## src/rtl/cost_rom_arbiter.sv

```systemverilog
// Round-robin arbiter that shares a single 1-cycle Cost ROM among NUM_REQ evaluation engines.
// Supports burst locking up to MAX_BURST grants and returns tagged results after a fixed 2-cycle latency.
module cost_rom_arbiter #(
    parameter int NUM_REQ   = 4,
    parameter int MAX_BURST = 8
) (
    input  logic                   CLK,
    input  logic                   RST_N,
    input  logic [NUM_REQ-1:0]     REQ,
    input  logic [NUM_REQ-1:0]     LOCK,
    input  logic [3*NUM_REQ-1:0]   W_IN,
    input  logic [3*NUM_REQ-1:0]   J_IN,
    output logic [NUM_REQ-1:0]     GNT,
    output logic [2:0]             W,
    output logic [2:0]             J,
    input  logic [6:0]             Cost,
    output logic [6:0]             RDATA,
    output logic [NUM_REQ-1:0]     RVALID,
    output logic                   BUSY
);

    localparam int         PW  = (NUM_REQ > 1) ? $clog2(NUM_REQ) : 1;
    localparam logic [3:0] CAP = 4'(MAX_BURST);

    typedef enum logic {
        ST_IDLE   = 1'b0,
        ST_LOCKED = 1'b1
    } state_t;

    state_t               r_state;
    logic [PW-1:0]        r_ptr;
    logic [PW-1:0]        r_owner;
    logic [3:0]           r_burst_cnt;
    logic                 r_v1;
    logic [PW-1:0]        r_tag1;
    logic [2:0]           r_w;
    logic [2:0]           r_j;
    logic [6:0]           r_rdata;
    logic [NUM_REQ-1:0]   r_rvalid;
    logic                 r_busy;

    logic                 w_hold;
    logic                 w_gnt_any;
    logic [PW-1:0]        w_winner;
    logic [NUM_REQ-1:0]   w_rot;
    logic [NUM_REQ-1:0]   w_gnt_vec;
    logic [PW-1:0]        w_ptr_next;
    logic [3:0]           w_cnt_next;
    logic [2:0]           w_w_sel;
    logic [2:0]           w_j_sel;

    // The owner keeps the ROM only while it still asserts LOCK and has burst budget left.
    assign w_hold     = (r_state == ST_LOCKED) && LOCK[r_owner] && (r_burst_cnt < CAP);
    assign w_rot      = NUM_REQ'({REQ, REQ} >> r_ptr);
    assign w_gnt_vec  = NUM_REQ'(1) << w_winner;
    assign w_ptr_next = (w_winner == PW'(NUM_REQ - 1)) ? '0 : w_winner + PW'(1);
    assign w_cnt_next = r_burst_cnt + 4'd1;

    // NOTE: every variable written in always_comb gets a default first, so no latch is inferred.
    always_comb begin
        logic [PW:0] v_sum;
        w_gnt_any = 1'b0;
        w_winner  = r_ptr;
        v_sum     = '0;
        if (w_hold) begin
            w_gnt_any = REQ[r_owner];
            w_winner  = r_owner;
        end else begin
            // Scan from the far end so the requester closest to r_ptr is assigned last and wins.
            for (int k = NUM_REQ - 1; k >= 0; k--) begin
                if (w_rot[k]) begin
                    v_sum = {1'b0, r_ptr} + (PW+1)'(k);
                    if (v_sum >= (PW+1)'(NUM_REQ)) begin
                        v_sum = v_sum - (PW+1)'(NUM_REQ);
                    end
                    w_gnt_any = 1'b1;
                    w_winner  = v_sum[PW-1:0];
                end
            end
        end
    end

    always_comb begin
        w_w_sel = '0;
        w_j_sel = '0;
        for (int i = 0; i < NUM_REQ; i++) begin
            if (w_winner == PW'(i)) begin
                w_w_sel = W_IN[3*i +: 3];
                w_j_sel = J_IN[3*i +: 3];
            end
        end
    end

    assign GNT = (RST_N && w_gnt_any) ? w_gnt_vec : '0;

    // NOTE: sequential state uses non-blocking assignments only; reset clears the pipeline valid
    // bits so an in-flight lookup never produces RVALID after reset.
    always_ff @(posedge CLK) begin
        if (!RST_N) begin
            r_state     <= ST_IDLE;
            r_ptr       <= '0;
            r_owner     <= '0;
            r_burst_cnt <= '0;
            r_v1        <= 1'b0;
            r_tag1      <= '0;
            r_w         <= '0;
            r_j         <= '0;
            r_rdata     <= '0;
            r_rvalid    <= '0;
            r_busy      <= 1'b0;
        end else begin
            r_v1 <= w_gnt_any;
            if (w_gnt_any) begin
                r_w    <= w_w_sel;
                r_j    <= w_j_sel;
                r_tag1 <= w_winner;
                r_ptr  <= w_ptr_next;
            end

            r_rvalid <= r_v1 ? (NUM_REQ'(1) << r_tag1) : '0;
            if (r_v1) begin
                r_rdata <= Cost;
            end

            if (w_hold) begin
                // An owner bubble (REQ low, LOCK high) leaves the burst untouched.
                if (w_gnt_any) begin
                    r_burst_cnt <= w_cnt_next;
                    if (w_cnt_next == CAP) begin
                        r_state <= ST_IDLE;
                        r_busy  <= 1'b0;
                    end
                end
            end else if (w_gnt_any && LOCK[w_winner] && (MAX_BURST > 1)) begin
                r_state     <= ST_LOCKED;
                r_busy      <= 1'b1;
                r_owner     <= w_winner;
                r_burst_cnt <= 4'd1;
            end else begin
                r_state     <= ST_IDLE;
                r_busy      <= 1'b0;
                r_burst_cnt <= '0;
            end
        end
    end

    assign W      = r_w;
    assign J      = r_j;
    assign RDATA  = r_rdata;
    assign RVALID = r_rvalid;
    assign BUSY   = r_busy;

endmodule

```

## config.mk

```make
export PLATFORM = sky130hd
export DESIGN_NAME = cost_rom_arbiter
export DESIGN_NICKNAME = d
export VERILOG_FILES = /design/src/rtl/cost_rom_arbiter.sv
export SDC_FILE = /design/constraint.sdc
export NUM_CORES = 1
export LEC_CHECK = 0
export CAP_MARGIN = 20
export CORE_MARGIN = 5
export CORE_UTILIZATION = 46
export CTS_CLUSTER_DIAMETER = 60
export DETAILED_ROUTE_END_ITERATION = 10
export HOLD_SLACK_MARGIN = 0.02
export PLACE_DENSITY = 0.88
export SYNTH_ARGS = -nofsm -noshare
export SYNTH_HDL_FRONTEND = slang
export SYNTH_SLANG_ARGS = --single-unit
export TNS_END_PERCENT = 5
```

## constraint.sdc

```tcl
create_clock -name CLK -period 4.3 [get_ports CLK]
set_clock_uncertainty 0.05 [all_clocks]
set_input_delay 0.645 -clock CLK [delete_from_list [all_inputs] [get_ports CLK]]
set_output_delay 0.645 -clock CLK [all_outputs]
set_load 0.02 [all_outputs]
```

# After elaboration in Yosys (flattened, before gate mapping)
# Index checks and enable logic that the tools add are counted.
[op_classes]
reduce_logical = 8
eq_ne = 6
bitwise = 1
n_lt_le_gt_ge = 7
addsub = 9
shifts = 3
mux = 37
[ops]
columns = ["op", "count"]
rows = [
  ["$mux 3", 8],
  ["$mux 2", 10],
  ["$mux 1", 13],
  ["$mux 4", 3],
  ["$ge 3x3->1 const B", 3],
  ["$shl 1x2->4 const A", 2],
  ["$shr 8x2->4", 1],
  ["$sub 2x1->2 const B", 4],
  ["$add 2x2->3 const B", 2],
  ["$bmux 1 s2", 3],
  ["$lt 2x3->1 const B", 2],
  ["$reduce_and 2->1", 3],
  ["$add 4x1->4 const B", 1],
  ["$eq 2x2->1 const B", 2],
  ["$eq 4x4->1 const B", 1],
  ["$logic_and 1x1->1", 4],
  ["$lt 4x4->1 const B", 1],
  ["$ne 2x1->1 const B", 2],
  ["$add 2x1->3 const B", 1],
  ["$ge 2x3->1 const B", 1],
  ["$add 2x1->2 const B", 1],
  ["$eq 2x1->1 const B", 1],
  ["$logic_not 2->1", 1],
  ["$not 1->1", 1],
]
[totals]
word_cells = 81
in_bits = 41
regBits = 29
output_inout_bits = 22

# Logic depth before layout (Yosys ltp)
# Gate-level depths: netlist (run 1).
[depth]
depth_word = 13
mapped_depth = 14
mapped_depth_nobuf = 13

# Least setup slack after synthesis (run 1)
# OpenSTA, ideal clock, no wires.
[synth_timing]
kind = "input-to-output"
startpoint = "input REQ[3]"
endpoint = "output GNT[2]"
cell_stages = 8
path_buffers = 1
required_ns = 3.605
arrival_ns = 2.342
path_slack_ns = 1.263
path_cell_list = "and2_1 > or3b_1 > a21oi_1 > o31ai_2 > inv_1 > ha_1 > clkbuf_1 > and3_1"
[synth_between]
elab_chain_len = 8
elab_cells_between_ends = 16
cone_classes = "2 x shift; 13 x mux; 1 x reduce/logical"
[synth_lines]
columns = ["element", "line_no", "source"]
rows = [
  ["start, declared", "9", "input logic [NUM_REQ-1:0] REQ,"],
  ["$shr 8x2->4 (*)", "54", "assign w_rot = NUM_REQ'({REQ, REQ} >> r_ptr);"],
  ["$mux 2 (3 in a row)", "71", "if (w_rot[k]) begin"],
  ["$mux 2 (*)", "71", ""],
  ["$mux 2 (*)", "65", "if (w_hold) begin"],
  ["named net w_winner[1]", "44", "logic [PW-1:0] w_winner;"],
  ["$shl 1x2->4 (*)", "55", "assign w_gnt_vec = NUM_REQ'(1) << w_winner;"],
  ["$mux 4 (*)", "94", "assign GNT = (RST_N && w_gnt_any) ? w_gnt_vec : '0;"],
  ["end, declared", "13", "output logic [NUM_REQ-1:0] GNT,"],
]
# The timed path passes the listed nets; every way through them passes the cells marked *. The select of a mux whose other input is x is not followed.

# Final worst setup path (run 1)
[layout_timing]
startpoint = "input REQ[0]"
endpoint = "output GNT[1]"
[layout_between]
elab_chain_len = 8
elab_cells_between_ends = 16
cone_classes = "2 x shift; 13 x mux; 1 x reduce/logical"
[layout_lines]
columns = ["element", "line_no"]
rows = [
  ["$shr 8x2->4", "54"],
  ["$mux 2 / $mux 1 (equally long branches) (4 in a row)", "71"],
  ["$mux 2 / $mux 1 (equally long branches)", "65"],
  ["$shl 1x2->4 / $logic_and 1x1->1 (equally long branches)", "55, 94"],
  ["$mux 4 (*)", "94"],
]
# Mark *: on every way between the ends. The rest lies on a longest branch, timed or not. The select of a mux whose other input is x is not followed.

==> results of run 1 <==
[stage by stage]
stage | instances | total power (uW) | worst slack (ns)
final | 293 | 1300 | 0.405
after global routing | 293 | 1400 | 0.164
after CTS | 293 | 1310 | 0.396
after detailed placement | 286 | 1140 | 0.390
after global placement | 286 | 1130 | 0.457
after floorplan | 184 | 894 | 1.26
[logic make-up after synthesis]
| logic type | Yosys count |
|---|---|
| and+or+nand+nor | 69 |
| xor gates and xnor gates | 1 |
| DFF | 29 |
| AOI/OAI and AO/OA | 47 |
| adders and majority gates | 5 |
| muxes | 16 |
| buffers and inverters | 17 |
[registers in the layout, summed over array words and instances (netlist names)]
name	count
J	3
RDATA	7
r_ptr	2
r_owner	2
r_burst_cnt	4
W	3
RVALID	4
r_tag1	2
BUSY	1
r_v1	1
[cell usage in the layout, fill, tap and decap left out, types with 2 or more instances in the layout]
cell              n
nand2_1          13
clkdlybuf4s50_1  62
clkbuf_4          5
inv_1             7
dfxtp_1          29
and2_1            3
nor3_1            2
a22oi_1           6
o211ai_1          6
o21a_1            2
or2_2             2
and3_1            4
mux2i_1          14
ha_1              5
nor2b_1           4
nor2_1           33
o21ai_0           8
a21oi_1          11
nand3b_1          2
buf_4             3
o31ai_1           2
[worst register-to-register path: cells and delay by family (launching register included)]
family	cells	cell delay (ns)
compound gates	5	0.90
fa+ha+maj	1	0.27
flops	1	0.48
mux	1	0.38
simple gates	4	0.64
[per-layer routing]
metal  vias up  global-route usage
met5         -                   0
met4         0              0.0447
met3         6              0.0810
met2        50               0.311
met1       706               0.205
li1        774                   -
[where the power goes]
group | switching (uW) | leakage (uW) | internal [uW]
Combinational | 382 | 0.000634 | 349
Clock | 88.0 | 0.0000314 | 77.1
Sequential | 64.3 | 0.000239 | 342
Total | 534 | 0.000904 | 768
[layout make-up]
cell class              count  area share
clock buffers               7      0.0240
multi-input cells         138       0.405
repair buffers             65       0.280
well taps                  46      0.0251
inverters                   8      0.0131
flip-flops and latches     29       0.253
[worst min path at each step]
stage	startpoint	end	slack, ns	depth (start not counted)
finish	r_tag1[0]	RVALID[2]	0.42	1
CTS	r_tag1[0]	RVALID[2]	0.42	1
global placement	r_tag1[0]	RVALID[2]	0.41	1
detailed placement	r_tag1[0]	RVALID[2]	0.40	1
floorplan	r_tag1[0]	RVALID[2]	0.37	1
global route	r_tag1[0]	RVALID[0]	0.47	1
==> flow_metrics.tcl, run 1 <==
set metrics [dict create \
    status "complete, no violations" \
    nets 293 \
    r2r-end "J[2]" \
    r2r-start "r_owner[0]" \
    worst_pin_slew_ns 0.555 \
    ctsResizeCount 0 \
    peakVddDrop_mv 0.315 \
    worstPathArrival_ns 3.20 \
    post_drt_wl_per_cell_um 13.5 \
    grt_overflow 0 \
    drc 0 \
    crit_path_end_kind "primary output" \
    ys_ff_latch 29 \
    wl_met1_um 1650 \
    ys_top_cells_by_count "nor2_1, dfxtp_1, mux2i_1" \
    synth_top_area_frac 0.367 \
    max-slew-margin-rel 0.627 \
    crit_type "in -> out" \
    dp_hpwl_um 3100 \
    ctsHoldBuffers 0 \
    final_util 0.688 \
    route.top_layer_used "met4" \
    ys_seq_area_frac 0.367 \
    grt_pass1_wl_um 6490 \
    cp_cell_sequence "clkdlybuf4s50_1, nor2b_1, or3b_1, a21oi_1, o31ai_2, ha_1, and3_1, clkdlybuf4s50_1" \
    critPathTopFamily "buffers and inverters" \
    powerDensity_nw_per_um2 567 \
    maxClockFrequency_mhz 257 \
    drive_gt1_frac 0.0891 \
    final-hold-violation-count 0 \
    muxShareOfSynthArea 0.115 \
    antenna_found_initial 0 \
    ys_types 43 \
    slowest_stage "clkdlybuf4s50_1" \
    portBuffers 62 \
    drv_slew 0 \
    dieHeight_um 68.6 \
    grt_max_degree 24 \
    synth_top_family_by_area "compound AO/OA/AOI/OAI gates" \
    rows 21 \
    fillers 267 \
    via_per_inst 5.24 \
    placed_cell_area_um2 2240 \
    required_ns 3.61 \
    setup.worst_path.start "REQ[0]" \
    async_flop_share 0 \
    critPathCapture "GNT[1]" \
    postSynthAreaPerCell_um2 8.60 \
    hold_slack_ns 0.418 \
    clockBufferDepth 2 \
    synthCells 184 \
    seq_area_um2 581 \
    cts_sinks 29 \
    cts_tree "yes" \
    insertedDiodeCount 0 \
    io-pin-count 63 \
    initial_utilization 0.474 \
    synth-simple-area-share 0.204 \
    die_width_um 68.6 \
    die-area_um2 4710 \
    h-tree-depth 2 \
    finalCritPeriodShare 0.906 \
    post_cts_buffers 0 \
    setup_tns_ns 0 \
    crit_path_max_fanout 9 \
    synth_fa_ha_area_frac 0.0396 \
    multiInputGateArea_um2 928 \
    drt_iter0_drc 51 \
    hold_path_class "reg -> reg" \
    synth_nets 230 \
    dr.pass1.iters 4 \
    path_depth 8 \
    synth_ff_type "dfxtp_1" \
    cp_common_cell "clkdlybuf4s50_1" \
    gp_congestion 0.814 \
    cp_num_buf_inv 2 \
    netlist_area_um2 1580 \
    grt_pass1_vias 1492 \
    rsz0062_at_grt "false" \
    yosysWarningCount 0 \
    synth_area_leaders "dfxtp_1, mux2i_1, nor2_1" \
    synthXorXnorAreaFrac 0.00554 \
    ant_nets 0 \
    coreArea_um2 3340 \
    rr_worst_depth 11 \
    max_stage_delay_ns 0.60 \
    wl_met2_um 1880 \
    synth_compound_area_frac 0.223 \
    synth-edff-count 0 \
    synth.most_common_cell "nor2_1" \
    cp-start-kind "input pin" \
    setup_viol 0 \
    cts_root_buf "clkbuf_4" \
    wl_met3_um 395 \
    path_clk_slew_ns 0.09 \
    final_cell_area_um2 2290 \
    area.growth.synth_to_final_pct 45.1 \
    leakagePower_uw 0.000904 \
    rrSetupSlack_ns 1.52 \
    clk_latency_ns 0.31 \
    track_usage 0.182 \
    cts_made_buffers 5 \
    yosysTopAreaCell "dfxtp_1" \
    vias 1536 \
    maxCapViolCount 0 \
    routed_wl_um 3960 \
    min_period_ns 3.90 \
]
Note: power is estimated with default switching activity, not from simulation.
==> inputs of run 2 (changes only) <==
--- a/config.mk
+++ b/config.mk
@@ -8,4 +8,6 @@
 export CAP_MARGIN = 20
+export CELL_PAD_IN_SITES_DETAIL_PLACEMENT = 1
+export CELL_PAD_IN_SITES_GLOBAL_PLACEMENT = 1
 export CORE_MARGIN = 5
-export CORE_UTILIZATION = 46
+export CORE_UTILIZATION = 33
 export CTS_CLUSTER_DIAMETER = 60
@@ -14,2 +16,3 @@
 export PLACE_DENSITY = 0.88
+export SKIP_LAST_GASP = 1
 export SYNTH_ARGS = -nofsm -noshare
==> constraint.sdc (replaced) <==
create_clock -name CLK -period 4.3 [get_ports CLK]
set_clock_uncertainty 0.05 [all_clocks]
set_input_delay 0.86 -clock CLK [delete_from_list [all_inputs] [get_ports CLK]]
set_output_delay 0.86 -clock CLK [all_outputs]
set_load 0.02 [all_outputs]
==> run 2 against run 1 <==
Effect of this change:
- sequential cell count unchanged
- final cell count rose by 4.8%
- sequential power up 1%
- via count rose by 3.8%
==> flow_metrics.tcl, run 2 (synthesis results as in run 1) <==
set metrics [dict create \
    crit_path_max_fanout 6 \
    gp_congestion 0.763 \
    area.growth.synth_to_final_pct 52.8 \
    grt_pass1_vias 1722 \
    path_clk_slew_ns 0.06 \
    worstPathArrival_ns 3.26 \
    portBuffers 62 \
    die-area_um2 6280 \
    clockBufferDepth 2 \
    antenna_found_initial 0 \
    required_ns 3.39 \
    multiInputGateArea_um2 941 \
    cts_root_buf "clkbuf_8" \
    rr_worst_depth 13 \
    track_usage 0.169 \
    final-hold-violation-count 0 \
    final_cell_mix "clkdlybuf4s50_1, nor2_1, dfxtp_1, mux2i_1, nand2_1" \
    maxClockFrequency_mhz 240 \
    cp_cell_sequence "clkdlybuf4s50_1, nor2b_1, or3b_1, a21oi_2, o31ai_4, ha_1, and3_1, clkdlybuf4s50_1" \
    ctsHoldBuffers 0 \
    die_width_um 79.2 \
    io-pin-count 63 \
    status "complete, no violations" \
    largest_reg_flops 7 \
    p_sw_uw 591 \
    p_int_uw 903 \
    coreArea_um2 4690 \
    fillers 550 \
    cp-start-kind "input pin" \
    clk_latency_ns 0.28 \
    post_drt_wl_per_cell_um 16.5 \
    max-slew-margin-rel 0.627 \
    finalCritPeriodShare 0.970 \
    post_cts_buffers 0 \
    grt_max_degree 20 \
    setup_viol 0 \
    cp_common_cell "clkdlybuf4s50_1" \
    final_cell_area_um2 2420 \
    initial_utilization 0.337 \
    crit_path_end_kind "primary output" \
    ant_nets 0 \
    setup_slack_ns 0.127 \
    peakVddDrop_mv 0.379 \
    cts_tree "yes" \
    min_period_ns 4.17 \
    placed_cell_area_um2 2290 \
    cts_sinks 29 \
    nets 298 \
    sw_frac_of_total 0.396 \
    grt_pass1_wl_um 8470 \
    seq_area_um2 581 \
    grt_overflow 0 \
    powerDensity_nw_per_um2 618 \
    pre_cts_slack_ns -0.00182 \
    drv_slew 0 \
    max_stage_delay_ns 0.60 \
    combPwrFrac 0.530 \
    dieHeight_um 79.2 \
    holdPathStages 1 \
    h-tree-depth 2 \
    via_per_inst 5.20 \
    drt_iter0_drc 49 \
    pwr-share-clk 0.195 \
    routed_wl_um 5070 \
    maxCapViolCount 0 \
    dr.pass1.iters 4 \
    hold_slack_ns 0.450 \
    crit_type "in -> out" \
    vias 1595 \
    drc 0 \
    insertedDiodeCount 0 \
    worst_pin_slew_ns 0.556 \
    slowest_stage "clkdlybuf4s50_1" \
    cts_made_buffers 5 \
    p_total_uw 1490 \
    hold_path_class "reg -> reg" \
    leakagePower_uw 0.000979 \
    drive_gt1_frac 0.115 \
    dp_hpwl_um 3830 \
    rsz0062_at_grt "true" \
    final_common_cell "clkdlybuf4s50_1" \
    rows 25 \
    seqPwrFrac 0.275 \
]
[run 2: worst max-delay path: cells and delay by family]
kind / cells / cell delay (ns)
buffers and inverters: 2 / 1.17
and+or+nand+nor: 3 / 0.54
AOI/OAI and AO/OA: 2 / 0.42
adders and majority gates: 1 / 0.26
[run 2: cell type report]
cell class,instances,share of cell area
clock buffer,7,0.0357
clock inverter,1,0.0124
inverter,8,0.0124
multi-input combinational,138,0.389
sequential,29,0.240
tap,54,0.0280
timing repair buffer,70,0.282
[run 2: power by group through the flow]
stage          logic (uW)  registers [uW]  clock network, uW
5_1_grt               871             422                311
6_report              792             410                292
3_5_place_dp          782             413                  0
3_3_place_gp          754             410                  0
2_1_floorplan         450             444                  0
4_1_cts               802             410                298
[run 2: final timing paths]
check | from | to | slack [ns]
worst max-delay path | REQ[0] | GNT[0] | 0.13
worst min-delay path | r_tag1[0] | RVALID[0] | 0.45
worst max register to register | r_owner[0] | J[0] | 1.44
worst min register to register | r_tag1[0] | RVALID[0] | 0.45
[run 2: routing by layer]
metal / share of wire / GRT usage / up-vias
li1: - / - / 783
met1: 0.41 / 0.193 / 760
met2: 0.51 / 0.310 / 50
met3: 0.070 / 0.0578 / 2
met4: 0.0024 / 0.0241 / 0
met5: 0 / 0 / -
[run 2: timing repair]
| item | CTS | global route |
|---|---|---|
| endpoints found under the setup margin | 1 | 2 |
| resized for setup | 2 | 2 |
| hold endpoints to repair | 0 | 0 |
| pin swaps | 0 | 0 |
[run 2: through the flow]
step / std cells / setup TNS [ns] / utilization
floorplan: 184 / 0 / -
global placement: 299 / 0 / 0.487
detailed placement: 299 / -0.00182 / 0.487
CTS: 307 / 0 / 0.514
global route: 307 / -0.0361 / 0.515
finish: 307 / 0 / 0.515
